## config.mk

```make
export PLATFORM = sky130hd
export DESIGN_NAME = sync_delay_ctrl
export DESIGN_NICKNAME = d
export VERILOG_FILES = /design/src/rtl/sync_delay_ctrl.sv
export SDC_FILE = /design/constraint.sdc
export NUM_CORES = 1
export LEC_CHECK = 0
export CELL_PAD_IN_SITES_DETAIL_PLACEMENT = 2
export CELL_PAD_IN_SITES_GLOBAL_PLACEMENT = 2
export CORE_AREA = 5 5 105 107
export DETAILED_ROUTE_END_ITERATION = 10
export DIE_AREA = 0 0 110 112
export PLACE_DENSITY_LB_ADDON = 0.1
export SYNTH_ARGS = -nofsm -noshare
export SYNTH_HDL_FRONTEND = slang
export SYNTH_SLANG_ARGS = --single-unit
export TNS_END_PERCENT = 10
```

## constraint.sdc

```tcl
create_clock -name clk -period 2.6 [get_ports clk]
set_input_delay 0.26 -clock clk [delete_from_list [all_inputs] [get_ports clk]]
set_output_delay 0.26 -clock clk [all_outputs]
set_load 0.005 [all_outputs]
```

## src/rtl/sync_delay_ctrl.sv

```systemverilog
// Programmable ring-buffer delay for the {de, vsync, hsync} bundle with handshaked, blanked depth changes.
// Optional macro SYNC_DELAY_FRAME_LOCK_EN defers depth changes to the next vsync falling edge.
module sync_delay_ctrl #(
  parameter int              WIDTH         = 3,
  parameter int              MAX_DELAY     = 16,
  parameter int              DELAY_W       = 5,
  parameter int              DEFAULT_DELAY = 4,
  parameter int              VSYNC_BIT     = 1,
  parameter logic [WIDTH-1:0] BLANK        = WIDTH'(3'b011)
) (
  input  logic               clk,
  input  logic               rst,
  input  logic [WIDTH-1:0]   signal_in,
  output logic [WIDTH-1:0]   signal_out,
  input  logic [DELAY_W-1:0] cfg_delay,
  input  logic               cfg_valid,
  output logic               cfg_ready,
  output logic [DELAY_W-1:0] active_delay,
  output logic               locked
);

  localparam int PTR_W = $clog2(MAX_DELAY);
  // An illegal parameter set never leaves FILL, so misconfiguration is visible immediately.
  localparam bit PARAMS_OK = (MAX_DELAY == (1 << PTR_W)) && (DELAY_W >= $clog2(MAX_DELAY + 1)) &&
                             (VSYNC_BIT < WIDTH) && (DEFAULT_DELAY >= 1) && (DEFAULT_DELAY <= MAX_DELAY);

  typedef enum logic [1:0] {ST_FILL, ST_RUN, ST_PEND} state_t;

  state_t             state_q, state_d;
  logic [DELAY_W-1:0] fill_cnt_q, fill_cnt_d;
  logic [DELAY_W-1:0] active_q, active_d;
  logic [DELAY_W-1:0] pend_q, pend_d;
  logic [PTR_W-1:0]   wr_ptr_q, wr_ptr_d;
  logic [WIDTH-1:0]   out_q, out_d;
  logic               locked_q, locked_d;
  logic               ready_q, ready_d;
  logic [WIDTH-1:0]   mem_q [MAX_DELAY];
  logic [DELAY_W-1:0] req_clamped;
  logic [PTR_W-1:0]   rd_ptr;
  logic               apply;

`ifdef SYNC_DELAY_FRAME_LOCK_EN
  logic vs_prev_q, vs_prev_d;
  always_comb begin
    vs_prev_d = signal_in[VSYNC_BIT];
    apply     = vs_prev_q & ~signal_in[VSYNC_BIT];
  end
  always_ff @(posedge clk) begin
    if (rst) vs_prev_q <= 1'b1;
    else     vs_prev_q <= vs_prev_d;
  end
`else
  always_comb apply = 1'b1;
`endif

  always_comb begin
    if (cfg_delay == '0)                          req_clamped = DELAY_W'(1);
    else if (cfg_delay > DELAY_W'(MAX_DELAY))     req_clamped = DELAY_W'(MAX_DELAY);
    else                                          req_clamped = cfg_delay;
  end

  // D = MAX_DELAY wraps to rd_ptr == wr_ptr: the slot read before this cycle's write.
  assign rd_ptr = wr_ptr_q - active_q[PTR_W-1:0];

  always_comb begin
    state_d    = state_q;
    fill_cnt_d = fill_cnt_q;
    active_d   = active_q;
    pend_d     = pend_q;
    wr_ptr_d   = wr_ptr_q + PTR_W'(1);
    case (state_q)
      ST_FILL: begin
        fill_cnt_d = fill_cnt_q + DELAY_W'(1);
        if (PARAMS_OK && (fill_cnt_q == active_q - DELAY_W'(1))) begin
          state_d    = ST_RUN;
          fill_cnt_d = '0;
        end
      end
      ST_RUN: begin
        if (cfg_valid && ready_q && (req_clamped != active_q)) begin
          pend_d  = req_clamped;
          state_d = ST_PEND;
        end
      end
      ST_PEND: begin
        if (apply) begin
          active_d   = pend_q;
          fill_cnt_d = '0;
          state_d    = ST_FILL;
        end
      end
      default: state_d = ST_FILL;
    endcase
    out_d    = (state_q == ST_FILL) ? BLANK : mem_q[rd_ptr];
    locked_d = (state_q != ST_FILL);
    ready_d  = (state_d == ST_RUN);
  end

  always_ff @(posedge clk) begin
    if (rst) begin
      state_q    <= ST_FILL;
      fill_cnt_q <= '0;
      active_q   <= DELAY_W'(DEFAULT_DELAY);
      pend_q     <= '0;
      wr_ptr_q   <= '0;
      out_q      <= BLANK;
      locked_q   <= 1'b0;
      ready_q    <= 1'b0;
    end else begin
      state_q    <= state_d;
      fill_cnt_q <= fill_cnt_d;
      active_q   <= active_d;
      pend_q     <= pend_d;
      wr_ptr_q   <= wr_ptr_d;
      out_q      <= out_d;
      locked_q   <= locked_d;
      ready_q    <= ready_d;
    end
  end

  always_ff @(posedge clk) begin
    mem_q[wr_ptr_q] <= signal_in;
  end

  assign signal_out   = out_q;
  assign locked       = locked_q;
  assign cfg_ready    = ready_q;
  assign active_delay = active_q;

endmodule

```

Word level (Yosys, flattened, before mapping) --
Memory sizes are Yosys's and may differ from the RTL's. A register that Yosys moved wholly into a read port is not among the register bits. Index checks and enable logic that the tools add are counted.
Word-level totals: register bits 23, memory bits (writable) 48, bits of input ports 11, output and inout bits 10, word-level logic and storage cells 33, memories 1
Memories:
- mem_q | depth 16, width 3, rd ports 1, clocked after Yosys merged registers in 1, wr ports 1, RTL line 37 | logic [WIDTH-1:0] mem_q [MAX_DELAY];
Cells by class: add/subtract/negate cells 4, $lt $le $gt $ge 1, equal/unequal tests 5, muxes and demuxes 7, reduce and logical (&&, ||, !) cells 8
Operator list (count):
- two-way mux 5 bit | 3
- case mux 5 bit (2 select lines) | 1
- adder 5 x 1 -> 5 bit (second input constant) | 1
- equality test 5 bit | 1
- > comparator 5 bit (second input constant) | 1
- logical NOT 5 bit | 1
- inequality test 5 bit | 1
- subtractor 5 x 1 -> 5 bit (second input constant) | 1
- adder 4 x 1 -> 4 bit (second input constant) | 1
- equality test 2 x 1 -> 1 bit (second input constant) | 2
- two-way mux 2 bit | 2
- case mux 2 bit (2 select lines) | 1
- nonzero test 2 bit | 2
- subtractor 4 bit | 1
- equality test 2 bit (second input constant) | 1
- logical AND 1 bit | 2
- logical NOT 2 bit | 1
- AND reduction 2 bit | 1
- OR reduction 2 bit | 1

Logic depth before layout (Yosys ltp) --
depth after elaboration 8, mapped depth 8, gate-level depth less buffers 7

Least setup slack after synthesis --
Ideal clock, no wire load.
path kind flip-flop to flip-flop, from register wr_ptr_q[0], to register out_q[2], in the netlist signal_out[2] (read register of mem_q), setup time 0.122 ns, arrival 2.307 ns, required time 2.478 ns, path slack 0.172 ns, stages on the path, launching flop included 8, path buffers 1, clock period less this slack 2.428 ns, cell sequence dfxtp_1 -> inv_1 -> ha_1 -> fa_1 -> clkbuf_1 -> mux4_1 -> mux2_2 -> o311a_1
Between the ends: word-level cells in the longest chain between the ends 1
RTL lines:
- start: declaration | RTL line 33 | logic [PTR_W-1:0] wr_ptr_q, wr_ptr_d;
- start signal: assignment | RTL line 114 | wr_ptr_q <= wr_ptr_d;
- subtractor 4 bit | RTL line 63 | assign rd_ptr = wr_ptr_q - active_q[PTR_W-1:0];
- end: declaration | RTL line 34 | logic [WIDTH-1:0] out_q, out_d;
Every way passes these cells. A chain may end at the register's enable or synchronous reset.

Worst setup path in the final report --
from register wr_ptr_q[0], to register out_q[1], in the netlist signal_out[1] (read register of mem_q)
Same word-level chain as after synthesis.

==> flow_metrics.py <==
metrics = {
    "setup_path": {
        "critPathArrivalTime_ns": 2.66,
        "path_cells": "inv_1 > ha_1 > fa_2 > mux4_1 > nor2b_1 > a2111oi_2 > o21ai_0",
        "r2r_start": "wr_ptr_q[0]",
        "cp-endpoint": "signal_out[1]",
        "startpoint_type": "flip-flop",
        "reg2reg_depth": 7,
        "end_kind": "flip-flop",
        "critPathRequiredTime_ns": 2.82,
        "startpoint": "wr_ptr_q[0]",
        "slowest_stage": "fa_2",
        "max_stage_delay_ns": 0.68,
        "rrSetupSlack_ns": 0.16,
        "crit_type": "flip-flop to flip-flop",
        "r2r-end": "signal_out[1]",
        "crit_fanout": 8,
    },
    "die": {
        "core_sq_um": 10000,
        "die_width_microns": 110,
        "io_pins": 21,
        "die_h_microns": 112,
        "rows": 37,
        "initial_core_util_pct": 33.7,
        "dieArea_sq_um": 12300,
    },
    "logic_synthesis": {
        "synth_cell_types": 45,
        "ys_seq_elements": 74,
        "synth_edf_count": 48,
        "synth_fp_nets": 265,
        "yosysSeqAreaShare_pct": 57.9,
        "synth_top_area_cell": "edfxtp_1",
        "async_flop_share_pct": 0,
        "ys.flop_type": "edfxtp_1",
        "synth.avg_cell_area_sq_um": 13.9,
        "synthCells": 244,
        "synth_top_area_share_pct": 42.5,
        "yosysWarningCount": 0,
        "netlist_area_sq_um": 3390,
        "synth_area_leaders": "edfxtp_1, dfxtp_1, mux4_1",
    },
    "grt": {
        "overflow": 0,
        "grt_start_max_net_pins": 17,
        "grt_antenna_before_repair": 0,
        "grt_pass1_wl_microns": 13500,
        "grt_pass1_vias": 2324,
        "grt_usage_pct": 14.8,
    },
    "sta": {
        "fin_skew_ns": 0.0193,
        "fin_crit_ns": 2.44,
        "hold_slack_ns": 0.483,
        "setup_viol": 0,
        "slew_headroom_pct": 55.0,
        "slew_violations": 0,
        "worstMarginPinSlew_ns": 0.675,
        "fin_setup_tns_ns": 0,
        "hold_viol": 0,
        "rsz0062_at_grt": "false",
        "timing.fmax_mhz": 411,
        "post-route-period-util_pct": 93.7,
    },
    "cells_and_area": {
        "num_antenna_cells": 0,
        "final_common_cell": "edfxtp_1",
        "final_cell_count_no_fill": 416,
        "fin_area_sq_um": 4040,
        "drive_above_1_share_pct": 12.1,
        "final_cell_mix": "edfxtp_1, dfxtp_1, clkdlybuf4s50_1",
        "syn_to_final_growth_pct": 19.2,
        "nNetsFinal": 296,
    },
    "cts": {
        "clock_latency_ns": 0.36,
        "clock-root-buffer": "clkbuf_8",
        "cts_buffer_depth": 2,
        "hold_buffers": 0,
        "cts_buffers": 9,
        "postCtsSetupBuffers": 0,
        "cts_resized": 2,
        "cts_tree": "built",
        "clock_sinks": 74,
        "path_clk_slew_ns": 0.08,
        "cts_max_level": 3,
    },
    "drt": {
        "routed_wl_microns": 8360,
        "drc": 0,
        "postRouteAntennaNets": 0,
        "wl_met3_microns": 145,
        "wl_met1_microns": 3950,
        "drtIter0Drc": 77,
        "wl_met2_microns": 4120,
        "drt-pass1-iter-count": 4,
        "viasPerCell": 4.95,
        "vias": 2058,
        "top_layer_used": "met4",
        "wl_per_cell_microns": 20.1,
    },
    "placement": {
        "port_buffers": 20,
        "placed_area_sq_um": 3790,
        "place_congestion": 0.727,
        "placed_cells_incl_taps": 400,
        "hpwl_microns": 5970,
    },
    "power": {
        "ir_drop_mv": 0.207,
        "p_leak_nw": 1.49,
        "power_density_nw_per_um2": 677,
    },
    "flow_run": {
        "drv_cap": 0,
    },
    "outcome": {
        "status": "completed",
    },
    "worst_hold_path": {
        "hold_path.class": "flip-flop to flip-flop",
    },
}
==> layout make-up <==
class	instances	area, sq um
clock inverter	6	116
multi-input combinational	151	1350
sequential	74	1960
clock buffer	10	128
tap	136	170
timing repair buffer	31	283
inverter	8	30.0
fill	991	6010
==> routing by layer <==
metal  track usage (%)  up-vias
met5                 0        -
met4              5.74        0
met3              1.91       11
met2              23.0       21
met1              21.0     1044
li1                  -      982
==> where the power goes <==
group	switching, W	internal [W]	total (W)
logic	0.000144	0.000145	0.000288
registers	0.0000488	0.00130	0.00135
clock network	0.000455	0.000643	0.00110
==> critical path, delay by kind of cell (launching register included) <==
kind | cells | cell delay, ns
flip-flops | 1 | 0.34
adder cells (fa/ha/maj) | 2 | 0.90
multiplexers | 1 | 0.32
AO/OA/AOI/OAI | 2 | 0.52
buffers and inverters | 1 | 0.08
AND/OR/NAND/NOR | 1 | 0.15
==> synth_stat cells (3+ instances only) <==
cell type	n
a21oi_1	3
and2_1	13
and3_1	5
clkbuf_1	7
dfxtp_1	26
edfxtp_1	48
ha_1	9
inv_1	8
mux2i_1	11
mux4_1	12
nand2_1	7
nand2b_1	9
nand3_1	5
nor2_1	11
nor2b_1	10
nor3_1	3
o211ai_1	3
o21ai_0	6
xnor2_1	7
xor2_1	6
==> registers in the layout, summed over array words and instances, names as in the netlist, 2 cells and up <==
name and cells:
wr_ptr_q 4, active_delay 5, fill_cnt_q 5, signal_out 3, pend_q 5, state_q 2, mem_q 48
==> how the worst min path moves through the flow <==
stage | to | start | cells after the start | slack [ns]
finish | pend_q[1] | pend_q[1] | 2 | 0.48
CTS | pend_q[1] | pend_q[1] | 2 | 0.49
global route | pend_q[1] | pend_q[1] | 2 | 0.51
detailed placement | pend_q[1] | pend_q[1] | 2 | 0.47
floorplan | mem_q[0][0] | signal_in[0] | 0 | 0.36
global placement | pend_q[3] | pend_q[3] | 2 | 0.46
==> through the flow <==
step	utilization (%)	setup slack (ns)	power, W
2_1_floorplan	-	0.172	0.00153
3_3_place_gp	37.7	-0.123	0.00165
3_5_place_dp	37.7	-0.173	0.00166
4_1_cts	40.2	0.00725	0.00276
5_1_grt	40.2	0.000634	0.00285
6_report	40.2	0.165	0.00273
==> cell families after synthesis <==
| kind of cell | after synthesis | share of synthesized area (%) |
|---|---|---|
| and+or+nand+nor | 77 | 13.2 |
| xor gates and xnor gates | 13 | 3.36 |
| DFF | 74 | 57.9 |
| muxes | 25 | 13.3 |
| AOI/OAI and AO/OA | 26 | 5.80 |
| adders and majority gates | 10 | 3.91 |
| buffers and inverters | 19 | 2.51 |
Power figures use the tool's default switching activity.
